File: src/rtl/vram_pkg.sv
// rtl/vram_pkg.sv - shared VRAM types, geometry constants and fill-engine state encoding
package vram_pkg;

    localparam int SCREEN_W = 160;
    localparam int SCREEN_H = 120;
    localparam int ADDR_W   = 15;
    localparam int PIX_W    = 13;

    typedef logic [PIX_W-1:0] pixel_t;

    // Colour field positions, also used by the display-side unpacker
    localparam int COL_R_HI = 12;
    localparam int COL_R_LO = 9;
    localparam int COL_G_HI = 8;
    localparam int COL_G_LO = 5;
    localparam int COL_B_HI = 4;
    localparam int COL_B_LO = 1;
    localparam int COL_A    = 0;

    typedef enum logic [1:0] {
        IDLE    = 2'd0,
        WAIT_VB = 2'd1,
        RUN     = 2'd2,
        DONE    = 2'd3
    } fill_state_t;

endpackage

File: src/rtl/vram_fill_if.sv
// rtl/vram_fill_if.sv - fill command handshake and VRAM write port bundle
interface vram_fill_if
    import vram_pkg::*;
#(
    parameter int AW = ADDR_W
) ();

    logic          cmd_valid;
    logic          cmd_ready;
    logic [7:0]    cmd_x;
    logic [7:0]    cmd_y;
    logic [7:0]    cmd_w;
    logic [7:0]    cmd_h;
    pixel_t        cmd_color;
    logic          vblank;
    logic          wr_en;
    logic [AW-1:0] wr_addr;
    pixel_t        wr_data;
    logic          busy;
    logic          done;

    modport slave (
        input  cmd_valid, cmd_x, cmd_y, cmd_w, cmd_h, cmd_color, vblank,
        output cmd_ready, wr_en, wr_addr, wr_data, busy, done
    );

    modport master (
        output cmd_valid, cmd_x, cmd_y, cmd_w, cmd_h, cmd_color, vblank,
        input  cmd_ready, wr_en, wr_addr, wr_data, busy, done
    );

endinterface

File: src/rtl/vram_fill_writer_rect_walker.sv
// rtl/vram_fill_writer_rect_walker.sv - row-major cx/cy/row_base walker over a fill rectangle
module rect_walker
    import vram_pkg::*;
#(
    parameter int WIDTH  = SCREEN_W,
    parameter int HEIGHT = SCREEN_H,
    parameter int ADDR_W = vram_pkg::ADDR_W
) (
    input  logic              clk,
    input  logic              rst,
    input  logic              i_start,
    input  logic              i_advance,
    input  logic [7:0]        i_x,
    input  logic [7:0]        i_y,
    input  logic [7:0]        i_w,
    input  logic [7:0]        i_h,
    output logic [ADDR_W-1:0] o_addr,
    output logic              o_last,
    output logic              o_in_bounds
);

    localparam int RB_W = ADDR_W + 1;

    logic [8:0]      r_cx;
    logic [8:0]      r_cy;
    logic [8:0]      r_x0;
    logic [8:0]      r_x_end;
    logic [8:0]      r_y_end;
    logic [RB_W-1:0] r_row_base;
    logic [RB_W-1:0] w_base_init;

    // Only multiply in the block: once per command, against a constant pitch
    assign w_base_init = RB_W'(i_y) * RB_W'(WIDTH);

    always_ff @(posedge clk or posedge rst) begin
        if (rst) begin
            r_cx       <= '0;
            r_cy       <= '0;
            r_x0       <= '0;
            r_x_end    <= '0;
            r_y_end    <= '0;
            r_row_base <= '0;
        end else if (i_start) begin
            r_cx       <= {1'b0, i_x};
            r_cy       <= {1'b0, i_y};
            r_x0       <= {1'b0, i_x};
            r_x_end    <= {1'b0, i_x} + {1'b0, i_w} - 9'd1;
            r_y_end    <= {1'b0, i_y} + {1'b0, i_h} - 9'd1;
            r_row_base <= w_base_init;
        end else if (i_advance) begin
            if (r_cx == r_x_end) begin
                r_cx       <= r_x0;
                r_cy       <= r_cy + 9'd1;
                r_row_base <= r_row_base + RB_W'(WIDTH);
            end else begin
                r_cx <= r_cx + 9'd1;
            end
        end
    end

    assign o_last      = (r_cx == r_x_end) && (r_cy == r_y_end);
    assign o_in_bounds = (r_cx < 9'(WIDTH)) && (r_cy < 9'(HEIGHT));
    assign o_addr      = ADDR_W'(r_row_base + RB_W'(r_cx));

endmodule

File: src/rtl/vram_fill_writer.sv
// rtl/vram_fill_writer.sv - rectangle fill engine writing VRAM pixels during vblank
module vram_fill_writer
    import vram_pkg::*;
#(
    parameter int WIDTH  = SCREEN_W,
    parameter int HEIGHT = SCREEN_H,
    parameter int ADDR_W = vram_pkg::ADDR_W
) (
    input  logic       clk,
    input  logic       rst,
    vram_fill_if.slave bus
);

    localparam logic [1:0] S_IDLE    = IDLE;
    localparam logic [1:0] S_WAIT_VB = WAIT_VB;
    localparam logic [1:0] S_RUN     = RUN;
    localparam logic [1:0] S_DONE    = DONE;

    logic [1:0]        r_state;
    pixel_t            r_color;
    logic              r_wr_en;
    logic [ADDR_W-1:0] r_wr_addr;
    pixel_t            r_wr_data;
    logic              r_done;

    logic              w_accept;
    logic              w_empty;
    logic              w_issue;
    logic              w_last;
    logic              w_in_bounds;
    logic [ADDR_W-1:0] w_addr;

    assign w_accept = (r_state == S_IDLE) && bus.cmd_valid;
    assign w_empty  = (bus.cmd_w == 8'd0) || (bus.cmd_h == 8'd0);
    assign w_issue  = (r_state == S_RUN) && bus.vblank;

    rect_walker #(
        .WIDTH  (WIDTH),
        .HEIGHT (HEIGHT),
        .ADDR_W (ADDR_W)
    ) u_walker (
        .clk         (clk),
        .rst         (rst),
        .i_start     (w_accept),
        .i_advance   (w_issue),
        .i_x         (bus.cmd_x),
        .i_y         (bus.cmd_y),
        .i_w         (bus.cmd_w),
        .i_h         (bus.cmd_h),
        .o_addr      (w_addr),
        .o_last      (w_last),
        .o_in_bounds (w_in_bounds)
    );

    always_ff @(posedge clk or posedge rst) begin
        if (rst) begin
            r_state <= S_IDLE;
            r_color <= '0;
        end else begin
            case (r_state)
                S_IDLE: begin
                    if (bus.cmd_valid) begin
                        r_color <= bus.cmd_color;
                        r_state <= w_empty ? S_DONE : S_WAIT_VB;
                    end
                end
                S_WAIT_VB: if (bus.vblank) r_state <= S_RUN;
                S_RUN:     if (w_issue && w_last) r_state <= S_DONE;
                S_DONE:    r_state <= S_IDLE;
                default:   r_state <= S_IDLE;
            endcase
        end
    end

    // Clipped pixels still take their cycle; they just never strobe the port
    always_ff @(posedge clk or posedge rst) begin
        if (rst) begin
            r_wr_en   <= 1'b0;
            r_wr_addr <= '0;
            r_wr_data <= '0;
            r_done    <= 1'b0;
        end else begin
            r_wr_en <= w_issue && w_in_bounds;
            r_done  <= (r_state == S_DONE);
            if (w_issue && w_in_bounds) begin
                r_wr_addr <= w_addr;
                r_wr_data <= r_color;
            end
        end
    end

    assign bus.cmd_ready = (r_state == S_IDLE);
    assign bus.busy      = (r_state != S_IDLE);
    assign bus.wr_en     = r_wr_en;
    assign bus.wr_addr   = r_wr_addr;
    assign bus.wr_data   = r_wr_data;
    assign bus.done      = r_done;

endmodule

File: src/flat_wrapper.sv
// flat-port wrapper written by rule: the top's interface ports become plain ports
module vram_fill_writer_flat import vram_pkg::*;
#(
    parameter int WIDTH  = SCREEN_W,
    parameter int HEIGHT = SCREEN_H,
    parameter int ADDR_W = vram_pkg::ADDR_W
)
  (clk, rst, bus_cmd_valid, bus_cmd_x, bus_cmd_y, bus_cmd_w, bus_cmd_h, bus_cmd_color, bus_vblank, bus_cmd_ready, bus_wr_en, bus_wr_addr, bus_wr_data, bus_busy, bus_done);
  vram_fill_if bus_i ();
  input  logic clk;
  input  logic rst;
  input wire logic [$bits(bus_i.cmd_valid)-1:0] bus_cmd_valid;
  input wire logic [$bits(bus_i.cmd_x)-1:0] bus_cmd_x;
  input wire logic [$bits(bus_i.cmd_y)-1:0] bus_cmd_y;
  input wire logic [$bits(bus_i.cmd_w)-1:0] bus_cmd_w;
  input wire logic [$bits(bus_i.cmd_h)-1:0] bus_cmd_h;
  input wire logic [$bits(bus_i.cmd_color)-1:0] bus_cmd_color;
  input wire logic [$bits(bus_i.vblank)-1:0] bus_vblank;
  output wire logic [$bits(bus_i.cmd_ready)-1:0] bus_cmd_ready;
  output wire logic [$bits(bus_i.wr_en)-1:0] bus_wr_en;
  output wire logic [$bits(bus_i.wr_addr)-1:0] bus_wr_addr;
  output wire logic [$bits(bus_i.wr_data)-1:0] bus_wr_data;
  output wire logic [$bits(bus_i.busy)-1:0] bus_busy;
  output wire logic [$bits(bus_i.done)-1:0] bus_done;
  assign bus_i.cmd_valid = bus_cmd_valid;
  assign bus_i.cmd_x = bus_cmd_x;
  assign bus_i.cmd_y = bus_cmd_y;
  assign bus_i.cmd_w = bus_cmd_w;
  assign bus_i.cmd_h = bus_cmd_h;
  assign bus_i.cmd_color = bus_cmd_color;
  assign bus_i.vblank = bus_vblank;
  assign bus_cmd_ready = bus_i.cmd_ready;
  assign bus_wr_en = bus_i.wr_en;
  assign bus_wr_addr = bus_i.wr_addr;
  assign bus_wr_data = bus_i.wr_data;
  assign bus_busy = bus_i.busy;
  assign bus_done = bus_i.done;
  vram_fill_writer #(.WIDTH(WIDTH), .HEIGHT(HEIGHT), .ADDR_W(ADDR_W)) u_core (.clk(clk), .rst(rst), .bus(bus_i));
endmodule
File: config.mk
export PLATFORM = sky130hd
export DESIGN_NAME = vram_fill_writer_flat
export DESIGN_NICKNAME = d
export VERILOG_FILES = /design/src/rtl/vram_pkg.sv /design/src/rtl/vram_fill_if.sv /design/src/rtl/vram_fill_writer_rect_walker.sv /design/src/rtl/vram_fill_writer.sv /design/src/flat_wrapper.sv
export SDC_FILE = /design/constraint.sdc
export NUM_CORES = 1
export LEC_CHECK = 0
export CAP_MARGIN = 20
export CORE_ASPECT_RATIO = 0.9
export CORE_MARGIN = 8
export CORE_UTILIZATION = 50
export DETAILED_ROUTE_END_ITERATION = 8
export PLACE_DENSITY_LB_ADDON = 0.15
export SLEW_MARGIN = 20
export SYNTH_ARGS = -nofsm -noshare
export SYNTH_HDL_FRONTEND = slang
export SYNTH_SLANG_ARGS = --single-unit
File: constraint.sdc
create_clock -name clk -period 2.8 [get_ports clk]
set_input_delay 0.42 -clock clk [delete_from_list [all_inputs] [get_ports clk]]
set_output_delay 0.42 -clock clk [all_outputs]
set_load 0.1 [all_outputs]
==> flow_metrics.env, run 1 <==
export IMPL_gr_total_overflow=0
export IMPL_maxClockFrequency_mhz=394
export IMPL_ir_worst_vdd_uv=497
export IMPL_synthArstFlopShare_pct=100
export IMPL_synth_nets=777
export IMPL_gr_usage_met1_pct=22.0
export IMPL_yosys_warnings=0
export IMPL_cts_buffers=9
export IMPL_area_growth_pct=21.1
export IMPL_fin_skew_ns=0.00713
export IMPL_ff2ff_path_depth=8
export IMPL_syn_instance_count=672
export IMPL_pin_count=81
export IMPL_share_comb_of_total_power_pct=51.0
export IMPL_dpl_hpwl_um=9940
export IMPL_synth_ff_type="dfrtp_1"
export IMPL_post_cts_setup_buffers=0
export IMPL_grt_max_degree=100
export IMPL_gr_usage_all_layers_pct=17.6
export IMPL_start_util_pct=51.6
export IMPL_final_common_cell="nand2_1"
export IMPL_preCtsSetupSlack_ns=-0.0867
export IMPL_p_sw_share_pct=49.0
export IMPL_drc=0
export IMPL_use_met3_pct=3.17
export IMPL_crit_path_end_kind="flip-flop"
export IMPL_grt_pass1_wl_um=22500
export IMPL_ys_seq_area_share_pct=41.7
export IMPL_grt_busiest_layer="met2"
export IMPL_grt_antenna_before_repair=0
export IMPL_p_int_mw=4.03
export IMPL_fin_crit_ns=2.54
export IMPL_synth_cell_type_count=45
export IMPL_insertion_delay_ns=0.34
export IMPL_layout_nets=862
export IMPL_ant_nets=0
export IMPL_status="finished clean"
export IMPL_total_leakage_power_nw=3.57
export IMPL_dpl_cell_area_um2=6910
export IMPL_grt_pass1_vias=4834
export IMPL_grt_util_met2_pct=29.8
export IMPL_cts_resized=0
export IMPL_power_frac_clock_pct=15.6
export IMPL_cp_arrival_ns=2.74
export IMPL_dieArea_um2=15600
export IMPL_design_area_um2=7200
export IMPL_dp_cells=902
export IMPL_worstSetupStartpointType="input pin"
export IMPL_via_per_inst=5.16
export IMPL_tightest_slew_ns=0.551
export IMPL_syn_area_um2=5950
export IMPL_clk_path_buf_depth=2
export IMPL_vias=4732
export IMPL_instances_no_fill=917
export IMPL_cts_tree="built"
export IMPL_ys_ff_latch=99
export IMPL_slew_violations=0
export IMPL_worstHoldPathType="flip-flop to flip-flop"
export IMPL_hold_viol_final=0
export IMPL_hp_start="u_core.r_color[8]$_DFFE_PP0P_"
export IMPL_slew_headroom_pct=63.3
export IMPL_io_buffers=80
export IMPL_mostFrequentLayoutCells="nand2_1, dfrtp_1, inv_1, o21ai_0, ha_1"
export IMPL_fin_tns_setup_ns=0
export IMPL_clk_pin_slew_ns=0.06
export IMPL_wl_um=13300
export IMPL_hold_path_cell_count=2
export IMPL_p_sw_mw=3.87
export IMPL_rsz0062_at_grt="no"
export IMPL_cp_required_ns=3.00
export IMPL_maxCapViolCount=0
export IMPL_rows=37
export IMPL_synth_avg_cell_area_um2=8.85
export IMPL_totalPowerFinal_mw=7.91
export IMPL_fin_crit_sh_pct=90.5
export IMPL_timing_final_ws_setup_ns=0.265
export IMPL_drt_initial_drc_count=340
export IMPL_core_area_um2=11500
export IMPL_hold_buffers=0
export IMPL_worstPathMaxFanout=2
export IMPL_rr_startpoint="u_core.r_state[0]$_DFFE_PP0P_"
export IMPL_r2r_slack_ns=0.48
export IMPL_seq_power_share_pct=33.4
export IMPL_setup_viol=0
export IMPL_r2r_end="u_core.u_walker.r_row_base[12]$_DFFE_PP0P_"
export IMPL_wire_per_inst_um=14.5
export IMPL_first_pass_iters=4
export IMPL_cts_root_buffer="clkbuf_16"
export IMPL_drive_gt1_share_pct=11.0
export IMPL_die_h_um=119
export IMPL_synth_edf_count=0
export IMPL_clock_sinks=99
export IMPL_place_congestion=0.818
export IMPL_diodes=0
export IMPL_powerDensity_nw_per_um2=1100
export IMPL_die_x_um=131
export IMPL_hold_path_end="u_core.bus.wr_data[8]$_DFFE_PP0P_"
export IMPL_cts_max_level=3
export IMPL_crit_type="input pin to flip-flop"
export IMPL_num_fill_cells=1002
-- cells in the mapped netlist (3+ instances only) --
master | instances | area share, %
nand2_1 | 162 | 10
dfrtp_1 | 99 | 42
inv_1 | 75 | 4.7
ha_1 | 53 | 11
o21ai_0 | 52 | 4.4
xor2_1 | 30 | 4.4
xnor2_1 | 29 | 4.3
a21oi_1 | 21 | 1.8
nor2_1 | 19 | 1.2
clkbuf_1 | 18 | 1.1
nand4_1 | 11 | 1.2
nor3_1 | 10 | 0.84
nand3_1 | 9 | 0.76
nor4_1 | 9 | 0.95
mux2i_1 | 6 | 1.0
a21o_1 | 5 | 0.63
mux2_2 | 5 | 0.95
o21bai_1 | 5 | 0.63
a22oi_1 | 4 | 0.51
a31oi_1 | 4 | 0.42
nor2b_1 | 4 | 0.42
o21ai_1 | 4 | 0.34
and3_1 | 3 | 0.32
buf_6 | 3 | 0.57
fa_1 | 3 | 1.0
o21a_1 | 3 | 0.38
-- power by group through the flow --
| stage | clock (mW) | sequential [mW] | combinational (mW) |
|---|---|---|---|
| after floorplan | 0 | 3.77 | 1.97 |
| after global placement | 0 | 2.63 | 3.98 |
| after detailed placement | 0 | 2.67 | 4.06 |
| after CTS | 1.26 | 2.64 | 4.08 |
| after global routing | 1.32 | 2.73 | 4.38 |
| final | 1.24 | 2.64 | 4.03 |
-- registers in the layout (all words and copies together), names as in the netlist --
name                        cells
u_core.bus.done                 1
u_core.u_walker.r_cy            9
u_core.bus.wr_addr             15
u_core.r_state                  2
u_core.r_color                 13
u_core.u_walker.r_y_end         9
u_core.bus.wr_en                1
u_core.u_walker.r_cx            9
u_core.u_walker.r_row_base     10
u_core.bus.wr_data             13
u_core.u_walker.r_x0            8
u_core.u_walker.r_x_end         9
-- layer usage --
layer | up-vias | share of wire (%)
met4 | 0 | 1.5
met5 | - | 0
met2 | 108 | 48
li1 | 2385 | -
met1 | 2221 | 45
met3 | 18 | 5.1
-- how the worst max path moves through the flow --
stage | slack (ns) | startpoint | depth (start not counted) | endpoint
floorplan | 0.34 | u_core.r_state[0]$_DFFE_PP0P_ | 8 | u_core.r_state[1]$_DFFE_PP0P_
global placement | -0.02 | bus_cmd_h[1] | 12 | u_core.u_walker.r_y_end[7]$_DFFE_PP0P_
detailed placement | -0.09 | bus_cmd_w[1] | 12 | u_core.u_walker.r_x_end[7]$_DFFE_PP0P_
CTS | 0.26 | bus_cmd_h[1] | 12 | u_core.u_walker.r_y_end[7]$_DFFE_PP0P_
global route | 0.03 | bus_cmd_h[1] | 12 | u_core.u_walker.r_y_end[7]$_DFFE_PP0P_
finish | 0.26 | bus_cmd_h[1] | 12 | u_core.u_walker.r_y_end[7]$_DFFE_PP0P_
-- worst max-delay path, stage by stage --
cell and delay [ns]:
clkdlybuf4s50_1 0.47, inv_1 0.05, ha_1 0.27, inv_1 0.04, ha_1 0.22, fa_1 0.39, a21o_1 0.20, a21oi_1 0.18
o21bai_1 0.08, a21oi_1 0.18, xor2_1 0.15, o21ai_0 0.08
-- logic make-up after synthesis --
family,share of synthesized area (%)
AND/OR/NAND/NOR,17.4
AO/OA/AOI/OAI,10.7
buffers and inverters,6.86
flip-flops,41.7
XOR/XNOR,9.24
adder cells (fa/ha/maj),12.2
multiplexers,1.96
-- stage by stage --
step	util, %	hold WS, ns
after floorplan	-	0.439
final	62.5	0.470
after global routing	62.5	0.488
after CTS	62.5	0.473
after global placement	59.9	0.447
after detailed placement	59.9	0.457
-- cell type report --
type	count	area [um2]	area share (%)
multi-input combinational	472	3070	42.6
sequential	99	2480	34.4
timing repair buffer	100	883	12.3
inverter	75	285	3.96
clock buffer	10	229	3.18
tap	156	195	2.71
clock inverter	5	62.6	0.869
No activity file was read; power rests on OpenSTA's default activity.
==> run 2, diff against run 1 <==
--- a/config.mk
+++ b/config.mk
@@ -11,7 +11,8 @@
 export CORE_UTILIZATION = 50
 export DETAILED_ROUTE_END_ITERATION = 8
 export PLACE_DENSITY_LB_ADDON = 0.15
-export SLEW_MARGIN = 20
+export SLEW_MARGIN = 0
 export SYNTH_ARGS = -nofsm -noshare
 export SYNTH_HDL_FRONTEND = slang
 export SYNTH_SLANG_ARGS = --single-unit
+export TNS_END_PERCENT = 30
==> run 2 against run 1 <==
Non-clock buffer count shrank 3. Critical path depth is the same. Highest routed layer unchanged. Critical path type unchanged. Worst setup slack is essentially flat. Sequential cell count is the same. Combinational power is essentially flat. Cell count shrank 0.22%. Critical endpoint is now u_core.u_walker.r_x_end[7]$_DFFE_PP0P_. Largest cell class unchanged.
==> flow_metrics.env, run 2 (synthesis gave the netlist of run 1 again) <==
export IMPL_rows=37
export IMPL_cp_required_ns=3.01
export IMPL_dp_cells=899
export IMPL_cts_resized=0
export IMPL_slew_headroom_pct=63.9
export IMPL_ir_worst_vdd_uv=591
export IMPL_powerDensity_nw_per_um2=1100
export IMPL_worstSetupStartpointType="input pin"
export IMPL_use_met3_pct=2.77
export IMPL_gr_usage_all_layers_pct=17.8
export IMPL_grt_max_degree=100
export IMPL_drt_initial_drc_count=292
export IMPL_gr_usage_met1_pct=21.9
export IMPL_largest_register_ffs=15
export IMPL_grt_busiest_layer="met2"
export IMPL_worstPathMaxFanout=2
export IMPL_total_leakage_power_nw=3.57
export IMPL_via_per_inst=5.20
export IMPL_diodes=0
export IMPL_clk_pin_slew_ns=0.07
export IMPL_grt_util_met2_pct=30.4
export IMPL_cpPeakStageDelay_ns=0.50
export IMPL_seq_area_um2=2480
export IMPL_fin_skew_ns=0.00767
export IMPL_clk_path_buf_depth=2
export IMPL_r2r_end="u_core.u_walker.r_row_base[11]$_DFFE_PP0P_"
export IMPL_status="finished clean"
export IMPL_wl_um=13400
export IMPL_crit_type="input pin to flip-flop"
export IMPL_cts_root_buffer="clkbuf_16"
export IMPL_area_growth_pct=21.4
export IMPL_vias=4760
export IMPL_multiInputGateArea_um2=3060
export IMPL_cts_tree="built"
export IMPL_num_fill_cells=975
export IMPL_mostFrequentLayoutCells="nand2_1, dfrtp_1, inv_1, ha_1, o21ai_0"
export IMPL_grt_pass1_vias=4894
export IMPL_hold_viol_final=0
export IMPL_dieArea_um2=15600
export IMPL_place_congestion=0.814
export IMPL_start_util_pct=51.6
export IMPL_maxClockFrequency_mhz=394
export IMPL_crit_path_end_kind="flip-flop"
export IMPL_hold_buffers=0
export IMPL_timing_critical_path_buf_inv=3
export IMPL_ant_nets=0
export IMPL_drive_gt1_share_pct=10.7
export IMPL_cts_buffers=9
export IMPL_finalCoreUtilization_pct=62.6
export IMPL_setup_viol=0
export IMPL_die_x_um=131
export IMPL_insertion_delay_ns=0.35
export IMPL_fin_crit_sh_pct=90.5
export IMPL_dpl_hpwl_um=9930
export IMPL_layout_nets=859
export IMPL_maxCapViolCount=0
export IMPL_final_common_cell="nand2_1"
export IMPL_rr_startpoint="u_core.r_state[0]$_DFFE_PP0P_"
export IMPL_cts_max_level=3
export IMPL_hp_start="u_core.r_color[3]$_DFFE_PP0P_"
export IMPL_cp_arrival_ns=2.74
export IMPL_fin_crit_ns=2.53
export IMPL_tightest_slew_ns=0.541
export IMPL_slowest_stage="clkdlybuf4s50_1"
export IMPL_clock_sinks=99
export IMPL_hold_path_cell_count=2
export IMPL_path_cells="clkdlybuf4s50_1 -> inv_1 -> ha_1 -> inv_1 -> ha_1 -> fa_1 -> a21o_1 -> a21oi_1 -> o21bai_1 -> a21oi_1 -> xor2_1 -> o21ai_0"
export IMPL_post_cts_setup_buffers=0
export IMPL_wire_per_inst_um=14.6
export IMPL_fin_tns_setup_ns=0
export IMPL_worstHoldPathType="flip-flop to flip-flop"
export IMPL_pin_count=81
export IMPL_io_buffers=80
export IMPL_drc=0
export IMPL_core_area_um2=11500
export IMPL_totalPowerFinal_mw=7.96
export IMPL_rsz0062_at_grt="no"
export IMPL_design_area_um2=7220
export IMPL_slew_violations=0
export IMPL_cpLargestDelayFamily="adder cells"
export IMPL_grt_pass1_wl_um=22500
export IMPL_grt_antenna_before_repair=0
export IMPL_hold_path_end="u_core.bus.wr_data[3]$_DFFE_PP0P_"
export IMPL_ff2ff_path_depth=8
export IMPL_first_pass_iters=4
export IMPL_die_h_um=119
export IMPL_gr_total_overflow=0
export IMPL_dpl_cell_area_um2=6910
export IMPL_instances_no_fill=915
export IMPL_r2r_slack_ns=0.55
-- run 2: cell count changes in the layout (fill, tap and decap cells not counted), sizes merged --
cell      previous run  this run
buf                 52        49
clkinvlp             3         1
clkbuf              10        11
clkinv               1         2
inv                 75        76
-- run 2: worst max-delay path by stage --
stage	start	to	slack, ns	cells past startpoint
final	bus_cmd_w[1]	u_core.u_walker.r_x_end[7]$_DFFE_PP0P_	0.27	12
after global routing	bus_cmd_y[1]	u_core.u_walker.r_y_end[7]$_DFFE_PP0P_	0.12	12
after CTS	bus_cmd_y[1]	u_core.u_walker.r_y_end[7]$_DFFE_PP0P_	0.28	12
after detailed placement	bus_cmd_y[1]	u_core.u_walker.r_y_end[7]$_DFFE_PP0P_	-0.08	12
after global placement	bus_cmd_h[1]	u_core.u_walker.r_y_end[7]$_DFFE_PP0P_	-0.02	12
after floorplan	u_core.r_state[0]$_DFFE_PP0P_	u_core.r_state[1]$_DFFE_PP0P_	-0.17	8
-- run 2: cell type report --
| class | instances | share of cell area, % |
|---|---|---|
| multi-input combinational | 472 | 42.5 |
| sequential | 99 | 34.3 |
| timing repair buffer | 97 | 12.3 |
| inverter | 75 | 3.95 |
| clock buffer | 11 | 3.36 |
| tap | 156 | 2.70 |
| clock inverter | 5 | 0.936 |
-- run 2: power breakdown --
part	leakage (nW)	switching, mW	internal [mW]	total [mW]
Clock	0.152	0.556	0.730	1.29
Combinational	2.18	2.76	1.27	4.03
Sequential	1.24	0.570	2.07	2.64
-- run 2: metrics by stage --
stage	hold WS, ns	worst slack [ns]
floorplan	0.439	-0.170
global placement	0.447	-0.0172
detailed placement	0.458	-0.0812
CTS	0.476	0.281
global route	0.483	0.117
finish	0.471	0.265
-- run 2: routing by layer --
layer | routed length, um | up-vias
li1 | - | 2370
met4 | 246 | 0
met2 | 6540 | 91
met1 | 5930 | 2287
met5 | 0 | -
met3 | 658 | 12
-- run 2: tightest hold or removal path, stage by stage (launching register included) --
cell and delay (ns):
dfrtp_1 0.34, nand2_1 0.05, nand2_1 0.05
==> run 3, diff against run 2 <==
--- a/config.mk
+++ b/config.mk
@@ -7,12 +7,12 @@
 export LEC_CHECK = 0
 export CAP_MARGIN = 20
 export CORE_ASPECT_RATIO = 0.9
-export CORE_MARGIN = 8
 export CORE_UTILIZATION = 50
 export DETAILED_ROUTE_END_ITERATION = 8
+export HOLD_SLACK_MARGIN = 0.15
 export PLACE_DENSITY_LB_ADDON = 0.15
 export SLEW_MARGIN = 0
 export SYNTH_ARGS = -nofsm -noshare
 export SYNTH_HDL_FRONTEND = slang
 export SYNTH_SLANG_ARGS = --single-unit
-export TNS_END_PERCENT = 30
+export TNS_END_PERCENT = 100
==> run 3 against run 2 <==
Die area is 21% lower. Non-clock buffer count is 2 higher. Global-route usage is 4.4 points higher. Clock power is 5% higher. Sequential cell count stayed put. First-iteration DRC count is 19% lower. Via count is 3.1% lower. Sequential power hardly changed. Cell count is 0.22% higher. Largest power group unchanged. Register-to-register slack worse by 0.10 ns.
==> flow_metrics.env, run 3 (synthesis gave the netlist of run 1 again) <==
export IMPL_status="finished clean"
export IMPL_crit_type="input pin to flip-flop"
export IMPL_fin_crit_ns=2.53
export IMPL_fin_skew_ns=0.00630
export IMPL_clock_sinks=99
export IMPL_area_growth_pct=22.1
export IMPL_clk_pin_slew_ns=0.07
export IMPL_dr_wl_met3_um=377
export IMPL_cts_tree="built"
export IMPL_cts_root_buffer="clkbuf_16"
export IMPL_slowest_stage="clkdlybuf4s50_1"
export IMPL_cp_arrival_ns=2.75
export IMPL_dieArea_um2=12300
export IMPL_grt_pass1_wl_um=21600
export IMPL_total_leakage_power_nw=3.59
export IMPL_io_buffers=80
export IMPL_crit_start="bus_cmd_y[1]"
export IMPL_worstSetupStartpointType="input pin"
export IMPL_slew_violations=0
export IMPL_rows=37
export IMPL_cts_buffers=9
export IMPL_grt_pass1_vias=4601
export IMPL_start_util_pct=51.6
export IMPL_wl_met1_um=5770
export IMPL_ff2ff_path_depth=8
export IMPL_cp_required_ns=3.02
export IMPL_gr_total_overflow=0
export IMPL_pin_count=81
export IMPL_mostFrequentLayoutCells="nand2_1, dfrtp_1, inv_1, o21ai_0, ha_1"
export IMPL_slew_headroom_pct=63.9
export IMPL_hold_buffers=0
export IMPL_diodes=0
export IMPL_tightest_slew_ns=0.541
export IMPL_top_layer="met4"
export IMPL_place_congestion=0.800
export IMPL_die_h_um=105
export IMPL_setup_viol=0
export IMPL_cpPeakStageDelay_ns=0.48
export IMPL_r2r_end="u_core.u_walker.r_row_base[12]$_DFFE_PP0P_"
export IMPL_wire_per_inst_um=13.7
export IMPL_grt_max_degree=100
export IMPL_layout_nets=861
export IMPL_cts_max_level=3
export IMPL_grt_antenna_before_repair=0
export IMPL_dpl_hpwl_um=9310
export IMPL_worstPathMaxFanout=2
export IMPL_hold_viol_final=0
export IMPL_largest_register_ffs=15
export IMPL_cts_resized=0
export IMPL_vias=4614
export IMPL_ant_nets=0
export IMPL_maxClockFrequency_mhz=396
export IMPL_powerDensity_nw_per_um2=1100
export IMPL_fin_crit_sh_pct=90.2
export IMPL_final_common_cell="nand2_1"
export IMPL_clk_path_buf_depth=2
export IMPL_drt_initial_drc_count=237
export IMPL_hold_path_end="u_core.bus.wr_data[2]$_DFFE_PP0P_"
export IMPL_ir_worst_vdd_uv=359
export IMPL_instances_no_fill=917
export IMPL_post_cts_setup_buffers=0
export IMPL_wl_um=12500
export IMPL_totalPowerFinal_mw=8.00
export IMPL_gr_usage_all_layers_pct=22.2
export IMPL_hp_start="u_core.r_color[2]$_DFFE_PP0P_"
export IMPL_first_pass_iters=4
export IMPL_insertion_delay_ns=0.34
export IMPL_dp_cells=901
export IMPL_core_area_um2=11500
export IMPL_worstHoldPathType="flip-flop to flip-flop"
export IMPL_drc=0
export IMPL_dr_wl_met2_um=6280
export IMPL_drive_gt1_share_pct=11.2
export IMPL_via_per_inst=5.03
export IMPL_r2r_slack_ns=0.45
export IMPL_rr_startpoint="u_core.r_state[0]$_DFFE_PP0P_"
export IMPL_die_x_um=117
export IMPL_crit_path_end_kind="flip-flop"
export IMPL_rsz0062_at_grt="no"
export IMPL_maxCapViolCount=0
export IMPL_hold_path_cell_count=2
export IMPL_path_cells="clkdlybuf4s50_1 -> inv_1 -> ha_1 -> inv_1 -> ha_1 -> fa_1 -> a21o_1 -> a21oi_1 -> o21bai_1 -> a21oi_1 -> xor2_1 -> o21ai_0"
==> run 3: cell types whose count changed in the layout (fill, tap and decap cells not counted) <==
cell,change
a21oi_1,-1
a21oi_2,+1
buf_4,+2
bufinv_16,+1
clkinv_4,-1
clkinvlp_4,+1
ha_1,-1
ha_2,+1
inv_8,-1
==> run 3: through the flow <==
step	instance area (um2)	hold WS (ns)	utilization [%]	setup TNS [ns]	setup WS, ns
2_1_floorplan	5950	0.439	-	0	0.338
3_3_place_gp	6930	0.446	60.1	-0.0226	-0.0190
3_5_place_dp	6930	0.449	60.1	-0.133	-0.0729
4_1_cts	7250	0.467	62.9	0	0.297
5_1_grt	7260	0.494	63.0	0	0.0434
6_report	7260	0.466	63.0	0	0.273
==> run 3: area by class of cell <==
type	instances	area (um2)
fillers	996	4270
well taps	156	195
clock buffers	11	243
flip-flops and latches	99	2480
multi-input cells	472	3070
repair buffers	99	901
clock inverters	5	85.1
inverters	75	285
==> run 3: metal layers <==
layer	vias up	track usage, %
met1	2159	28.9
li1	2381	-
met2	68	38.1
met4	0	5.61
met3	6	3.74
met5	-	0
==> run 3: worst max-delay path by stage <==
stage / to / slack [ns] / cells after the start
floorplan: u_core.r_state[1]$_DFFE_PP0P_ / 0.34 / 8
global placement: u_core.u_walker.r_y_end[7]$_DFFE_PP0P_ / -0.02 / 12
detailed placement: u_core.u_walker.r_x_end[7]$_DFFE_PP0P_ / -0.07 / 12
CTS: u_core.u_walker.r_x_end[7]$_DFFE_PP0P_ / 0.30 / 12
global route: u_core.u_walker.r_x_end[7]$_DFFE_PP0P_ / 0.04 / 12
finish: u_core.u_walker.r_y_end[7]$_DFFE_PP0P_ / 0.27 / 12
==> run 3: where the power goes <==
part	internal [mW]	switching [mW]	leakage (nW)
clock network	0.813	0.536	0.156
registers	2.07	0.565	1.24
logic	1.28	2.74	2.20
==> run 3: worst max-delay path: cells and delay by family <==
family,cells,cell delay [ns]
buffers and inverters,3,0.57
xor gates and xnor gates,1,0.14
AOI/OAI and AO/OA,5,0.75
adders and majority gates,3,0.87
